$ cat src/rtl/fir_unfolded_serializer.sv
// Rate adaptor: buffers 3-sample groups from the unfolded FIR in a group FIFO
// and replays them one sample per transfer in time order K0, K1, K2.
module fir_unfolded_serializer #(
  parameter int WIDTH = 11,
  parameter int DEPTH = 4,
  localparam int LW = $clog2(DEPTH + 1)
) (
  input  logic             CLK,
  input  logic             RST,
  input  logic [WIDTH-1:0] DINK0,
  input  logic [WIDTH-1:0] DINK1,
  input  logic [WIDTH-1:0] DINK2,
  input  logic             VIN,
  output logic [WIDTH-1:0] DOUT,
  output logic             VOUT,
  input  logic             READY,
  output logic [LW-1:0]    LEVEL,
  output logic             OVF
);

  localparam int PW = (DEPTH > 1) ? $clog2(DEPTH) : 1;
  localparam int GW = 3 * WIDTH;

  localparam logic [1:0] PH_K0 = 2'd0;
  localparam logic [1:0] PH_K1 = 2'd1;
  localparam logic [1:0] PH_K2 = 2'd2;

  logic [GW-1:0]    mem_q [DEPTH];
  logic [PW-1:0]    wr_ptr_q, wr_ptr_d;
  logic [PW-1:0]    rd_ptr_q, rd_ptr_d;
  logic [LW-1:0]    level_q, level_d;
  logic [GW-1:0]    cur_q, cur_d;
  logic [1:0]       phase_q, phase_d;
  logic [WIDTH-1:0] dout_q, dout_d;
  logic             vout_q, vout_d;
  logic             ovf_q, ovf_d;
  logic             full, wr_en, xfer, pop;

  function automatic logic [PW-1:0] ptr_next(input logic [PW-1:0] p);
    return (p == PW'(DEPTH - 1)) ? '0 : p + PW'(1);
  endfunction

  // Handshake: a sample moves downstream on any edge with VOUT=1 and READY=1;
  // while READY=0 the stage holds DOUT/VOUT/phase. The filter side has no
  // backpressure, so a group arriving when full is dropped and flagged.
  always_comb begin
    full     = (level_q == LW'(DEPTH));
    wr_en    = VIN && !full;
    xfer     = vout_q && READY;
    pop      = (level_q != '0) && (!vout_q || (xfer && phase_q == PH_K2));
    wr_ptr_d = wr_ptr_q;
    rd_ptr_d = rd_ptr_q;
    level_d  = level_q;
    cur_d    = cur_q;
    phase_d  = phase_q;
    dout_d   = dout_q;
    vout_d   = vout_q;
    ovf_d    = ovf_q;

    if (pop) begin
      cur_d    = mem_q[rd_ptr_q];
      dout_d   = mem_q[rd_ptr_q][GW-1 -: WIDTH];
      phase_d  = PH_K0;
      vout_d   = 1'b1;
      rd_ptr_d = ptr_next(rd_ptr_q);
    end else if (xfer) begin
      case (phase_q)
        PH_K0: begin
          phase_d = PH_K1;
          dout_d  = cur_q[2*WIDTH-1 -: WIDTH];
        end
        PH_K1: begin
          phase_d = PH_K2;
          dout_d  = cur_q[WIDTH-1:0];
        end
        default: vout_d = 1'b0;
      endcase
    end

    if (wr_en) wr_ptr_d = ptr_next(wr_ptr_q);
    if (VIN && full) ovf_d = 1'b1;

    case ({wr_en, pop})
      2'b10:   level_d = level_q + LW'(1);
      2'b01:   level_d = level_q - LW'(1);
      default: level_d = level_q;
    endcase
  end

  always_ff @(posedge CLK) begin
    if (RST) begin
      wr_ptr_q <= '0;
      rd_ptr_q <= '0;
      level_q  <= '0;
      cur_q    <= '0;
      phase_q  <= PH_K0;
      dout_q   <= '0;
      vout_q   <= 1'b0;
      ovf_q    <= 1'b0;
    end else begin
      wr_ptr_q <= wr_ptr_d;
      rd_ptr_q <= rd_ptr_d;
      level_q  <= level_d;
      cur_q    <= cur_d;
      phase_q  <= phase_d;
      dout_q   <= dout_d;
      vout_q   <= vout_d;
      ovf_q    <= ovf_d;
    end
  end

  // Storage needs no reset; the pointers and level decide what is valid.
  always_ff @(posedge CLK) begin
    if (!RST && wr_en) mem_q[wr_ptr_q] <= {DINK0, DINK1, DINK2};
  end

  assign DOUT  = dout_q;
  assign VOUT  = vout_q;
  assign LEVEL = level_q;
  assign OVF   = ovf_q;

endmodule
$ cat config.mk
export PLATFORM = sky130hd
export DESIGN_NAME = fir_unfolded_serializer
export DESIGN_NICKNAME = d
export VERILOG_FILES = /design/src/rtl/fir_unfolded_serializer.sv
export SDC_FILE = /design/constraint.sdc
export NUM_CORES = 1
export LEC_CHECK = 0
export ABC_AREA = 1
export CORE_MARGIN = 10
export CORE_UTILIZATION = 51
export DETAILED_ROUTE_END_ITERATION = 10
export HOLD_SLACK_MARGIN = 0.06
export PLACE_DENSITY = 0.71
export RECOVER_POWER = 50
export SYNTH_ARGS = -nofsm -noshare
export SYNTH_HDL_FRONTEND = slang
export SYNTH_SLANG_ARGS = --single-unit
$ cat constraint.sdc
create_clock -name CLK -period 5.4 [get_ports CLK]
set_input_delay 1.62 -clock CLK [delete_from_list [all_inputs] [get_ports CLK]]
set_output_delay 1.62 -clock CLK [all_outputs]
set_load 0.05 [all_outputs]
Word level (Yosys, flattened, before mapping)
Memories as Yosys holds them, arrays and structs flattened. A register that Yosys moved wholly into a read port is not among the register bits.
Index checks and enable logic that the tools add are counted.
Word-level totals
  flip-flop bits (word level): 44
  bits in writable memories: 132
  bits of input ports: 37
  output and inout port bits: 16
  memories: 1
Memories
  mem_q: depth 4, bits a word 33, rd ports 1, clocked after memory_dff 1, wr ports 1, line 28  | logic [GW-1:0] mem_q [DEPTH];
Operators by class
  $add $sub $neg: 4
  equality and inequality tests: 8
  mux-type cells: 14
  reduce and logical (&&, ||, !) cells: 21
Operator list (count)
  $mux 11: 2
  $pmux 11 s2: 1
  $eq 2x2->1 const B: 4
  $mux 2: 4
  $logic_and 1x1->1: 6
  $pmux 3 s2: 1
  $reduce_and 2->1: 3
  $reduce_bool 2->1: 3
  $reduce_bool 3->1: 2
  $mux 1: 5
  $add 2x1->2 const B: 2
  $eq 2x1->1 const B: 2
  $pmux 2 s2: 1
  $reduce_or 2->1: 2
  $add 3x1->3 const B: 1
  $eq 3x3->1 const B: 1
  $logic_not 1->1: 3
  $sub 3x1->3 const B: 1
  $logic_not 2->1: 1
  $ne 2x1->1 const B: 1
  $logic_or 1x1->1: 1

Depth between registers and ports, before layout
  depth in word-level cells: 6
  gate-level depth with buffers: 13
  depth with buffers taken out: 12

Worst setup path after synthesis
OpenSTA, ideal clock, no wires.
  path kind: input port to flip-flop
  start point: input RST
  end point: memory mem_q[0][0] in the netlist's numbering, enable pin
  setup time: 0.423 ns
  arrival: 3.520 ns
  required time: 4.977 ns
  slack: 1.457 ns
  stages on the path: 4
  path through: inv_1 > clkbuf_1 > nand3_1 > nor2_1
On the way
  cells in the longest elaborated chain, start to end: 4
RTL lines
  start, declared: line 9  | input logic RST,
  $logic_not 1->1: line 114  | if (!RST && wr_en) mem_q[wr_ptr_q] <= {DINK0, DINK1, DINK2};
  $logic_and 1x1->1: line 114
  $mux 1: line 114
  $mux 1 (not written as such): line 114
  end, declared: line 28
No other way between the ends.

==> flow_metrics.env <==
export IMPL_antenna_left=0
export IMPL_stdcell_area_sq_um=8460
export IMPL_synth_area_sq_um=7240
export IMPL_vias_per_cell=5.12
export IMPL_drive_gt1_share_pct=5.61
export IMPL_path_class="in2reg"
export IMPL_yosys_warnings=0
export IMPL_relSlewSlack_pct=-30.9
export IMPL_swShare_pct=34.6
export IMPL_dp_hpwl_um=9260
export IMPL_synth_common_cells="nand2_1 (247), edfxtp_1 (132), nor2_1 (96)"
export IMPL_port_buffers=52
export IMPL_synth_ff_type="edfxtp_1"
export IMPL_critPathArrivalTime_ns=4.37
export IMPL_clk_pin_slew_ns=0.06
export IMPL_critPathCaptureType="flop"
export IMPL_place_congestion=0.877
export IMPL_pin_count=53
export IMPL_hold_class="reg2reg"
export IMPL_grt_overflow=0
export IMPL_path_max_fanout=48
export IMPL_fin_tns_setup_ns=0
export IMPL_cts_resized_gates=0
export IMPL_avgSynthCellArea_sq_um=9.93
export IMPL_rsz0062_at_grt="false"
export IMPL_routed_wirelength_um=14700
export IMPL_place_ws_ns=1.16
export IMPL_cts_tree="built"
export IMPL_max_vdd_ir_drop_mv=0.274
export IMPL_p_int_mw=2.74
export IMPL_antenna_cells=0
export IMPL_power_static_leakage_nw=3.36
export IMPL_setup_violations=0
export IMPL_p_per_area_nw_per_um2=496
export IMPL_grt_usage_pct=15.4
export IMPL_grt_pass1_vias=4929
export IMPL_cts_setup_buffers=0
export IMPL_finalCritPeriodShare_pct=74.8
export IMPL_yosysMostFrequentCell="nand2_1"
export IMPL_fmax_mhz=248
export IMPL_placementRows=43
export IMPL_die_h_um=139
export IMPL_timing_hold_ws_ns=0.455
export IMPL_required_ns=5.74
export IMPL_drv_slew=49
export IMPL_dpl_instance_area_sq_um=7900
export IMPL_status="complete, but fails checks"
export IMPL_wl_per_cell_um=15.2
export IMPL_hold_viol=0
export IMPL_grt_pass1_wl_um=24200
export IMPL_grt_max_degree=68
export IMPL_cts_hold_buf=0
export IMPL_violations="capacitance limit, slew limit"
export IMPL_ys_async_sr_fraction_pct=0
export IMPL_dieArea_sq_um=19400
export IMPL_ys_ff_latch=178
export IMPL_antenna_found_initial=0
export IMPL_worstSkewPairLatency_ns=0.43
export IMPL_first_pass_iters=7
export IMPL_combPwrFrac_pct=30.9
export IMPL_tightest_slew_ns=1.96
export IMPL_syn_num_nets=773
export IMPL_cts_max_level=4
export IMPL_finalWorstSetupSlack_ns=1.36
export IMPL_max_cap_viol_count=1
export IMPL_drtIter0Drc=429
export IMPL_cts_sink_count=178
export IMPL_fin_util_pct=61.0
export IMPL_drc=0
export IMPL_numCtsBuffers=17
export IMPL_crit_path_start_kind="input pin"
export IMPL_power_frac_seq_pct=41.2
export IMPL_p_sw_mw=1.45
export IMPL_clockBufferDepth=2
export IMPL_min_period_ns=4.04
export IMPL_die_w_um=139
export IMPL_core_area_sq_um=13900
export IMPL_register_area_sq_um=4890
export IMPL_areaGrowthSynthToFinish_pct=16.9
export IMPL_synth_top_area_share_pct=54.8
export IMPL_multiInputGateArea_sq_um=1970
export IMPL_power_share_clock_pct=27.9
export IMPL_synth_edf_count=132
export IMPL_yosys_top_cells_area="edfxtp_1 (55%), nand2_1 (13%), dfxtp_1 (13%), nor2_1 (5.0%), nand3_1 (3.3%)"
export IMPL_vias=4940
export IMPL_floorplan_initialDensity_pct=52.1
export IMPL_synthDominantAreaCellType="edfxtp_1"
export IMPL_seq_area_frac_synth_pct=67.5
export IMPL_synth_cell_types=22
export IMPL_cts_root_buf="clkbuf_16"
export IMPL_final_nets=816
export IMPL_clock_skew_final_ns=0.0144
export IMPL_final_fill_count=1114
export IMPL_synth_cells=729
export IMPL_r2r_slack_ns=2.50
power groups by stage:
stage / registers [mW] / logic, mW / clock network [mW]
after global placement: 1.75 / 1.27 / 0
after floorplan: 1.88 / 0.845 / 0
after CTS: 1.73 / 1.31 / 1.19
after detailed placement: 1.76 / 1.30 / 0
after global routing: 1.75 / 1.48 / 1.24
final: 1.73 / 1.30 / 1.17
metrics by stage:
step           power (mW)  cells
4_1_cts              4.23    965
6_report             4.20    965
5_1_grt              4.47    965
3_3_place_gp         3.02    933
2_1_floorplan        2.72    729
3_5_place_dp         3.06    933
placed cells by master, fill, tap and decap left out, types with 2 or more instances in the layout:
master,instances
nand2_1,247
edfxtp_1,132
nor2_1,92
inv_1,51
nand3_1,49
dfxtp_1,45
o21ai_0,38
dlygate4sd3_1,36
clkbuf_16,19
clkdlybuf4s50_1,16
o21ai_1,12
a21oi_1,10
ha_1,6
nor2_2,5
clkinv_2,5
buf_4,4
clkbuf_1,3
buf_12,3
clkinv_1,2
layer usage:
metal,track usage [%],up-vias,wire [um]
li1,-,2458,-
met2,26.7,138,7590
met5,0,-,0
met1,17.7,2321,6120
met4,7.08,0,276
met3,3.56,23,696
path summary, 6_finish.rpt:
path / depth (start not counted) / startpoint / to
worst min register to register: 2 / OVF / OVF
worst max-delay path: 7 / READY / flop
worst max register to register: 5 / phase_q[0] / flop
worst min-delay path: 2 / OVF / OVF
cell families after synthesis:
kind of cell	Yosys count	synth area share, %
compound gates	60	4.15
buf+inv	88	5.39
fa+ha+maj	7	1.31
simple gates	396	21.6
flops	178	67.5
flip-flops by register name, summed over array words and instances (netlist names), named ones only:
signal,count
DOUT,11
LEVEL,3
OVF,1
VOUT,1
cur_q,22
mem_q,132
phase_q,2
rd_ptr_q,2
wr_ptr_q,2
final cells by class:
| cell class | count | area share, % |
|---|---|---|
| inverter | 52 | 2.31 |
| clock buffer | 22 | 5.87 |
| sequential | 178 | 57.7 |
| tap | 180 | 2.66 |
| clock inverter | 10 | 0.917 |
| timing repair buffer | 60 | 7.26 |
| multi-input combinational | 463 | 23.2 |
critical path: stages:
cell	delay [ns]
dlygate4sd3_1	0.57
nand2_1	0.10
nand2_1	0.08
nand3_1	0.11
clkbuf_1	1.41
nand2_1	0.19
a21oi_1	0.28
(Power assumes the default switching activity.)
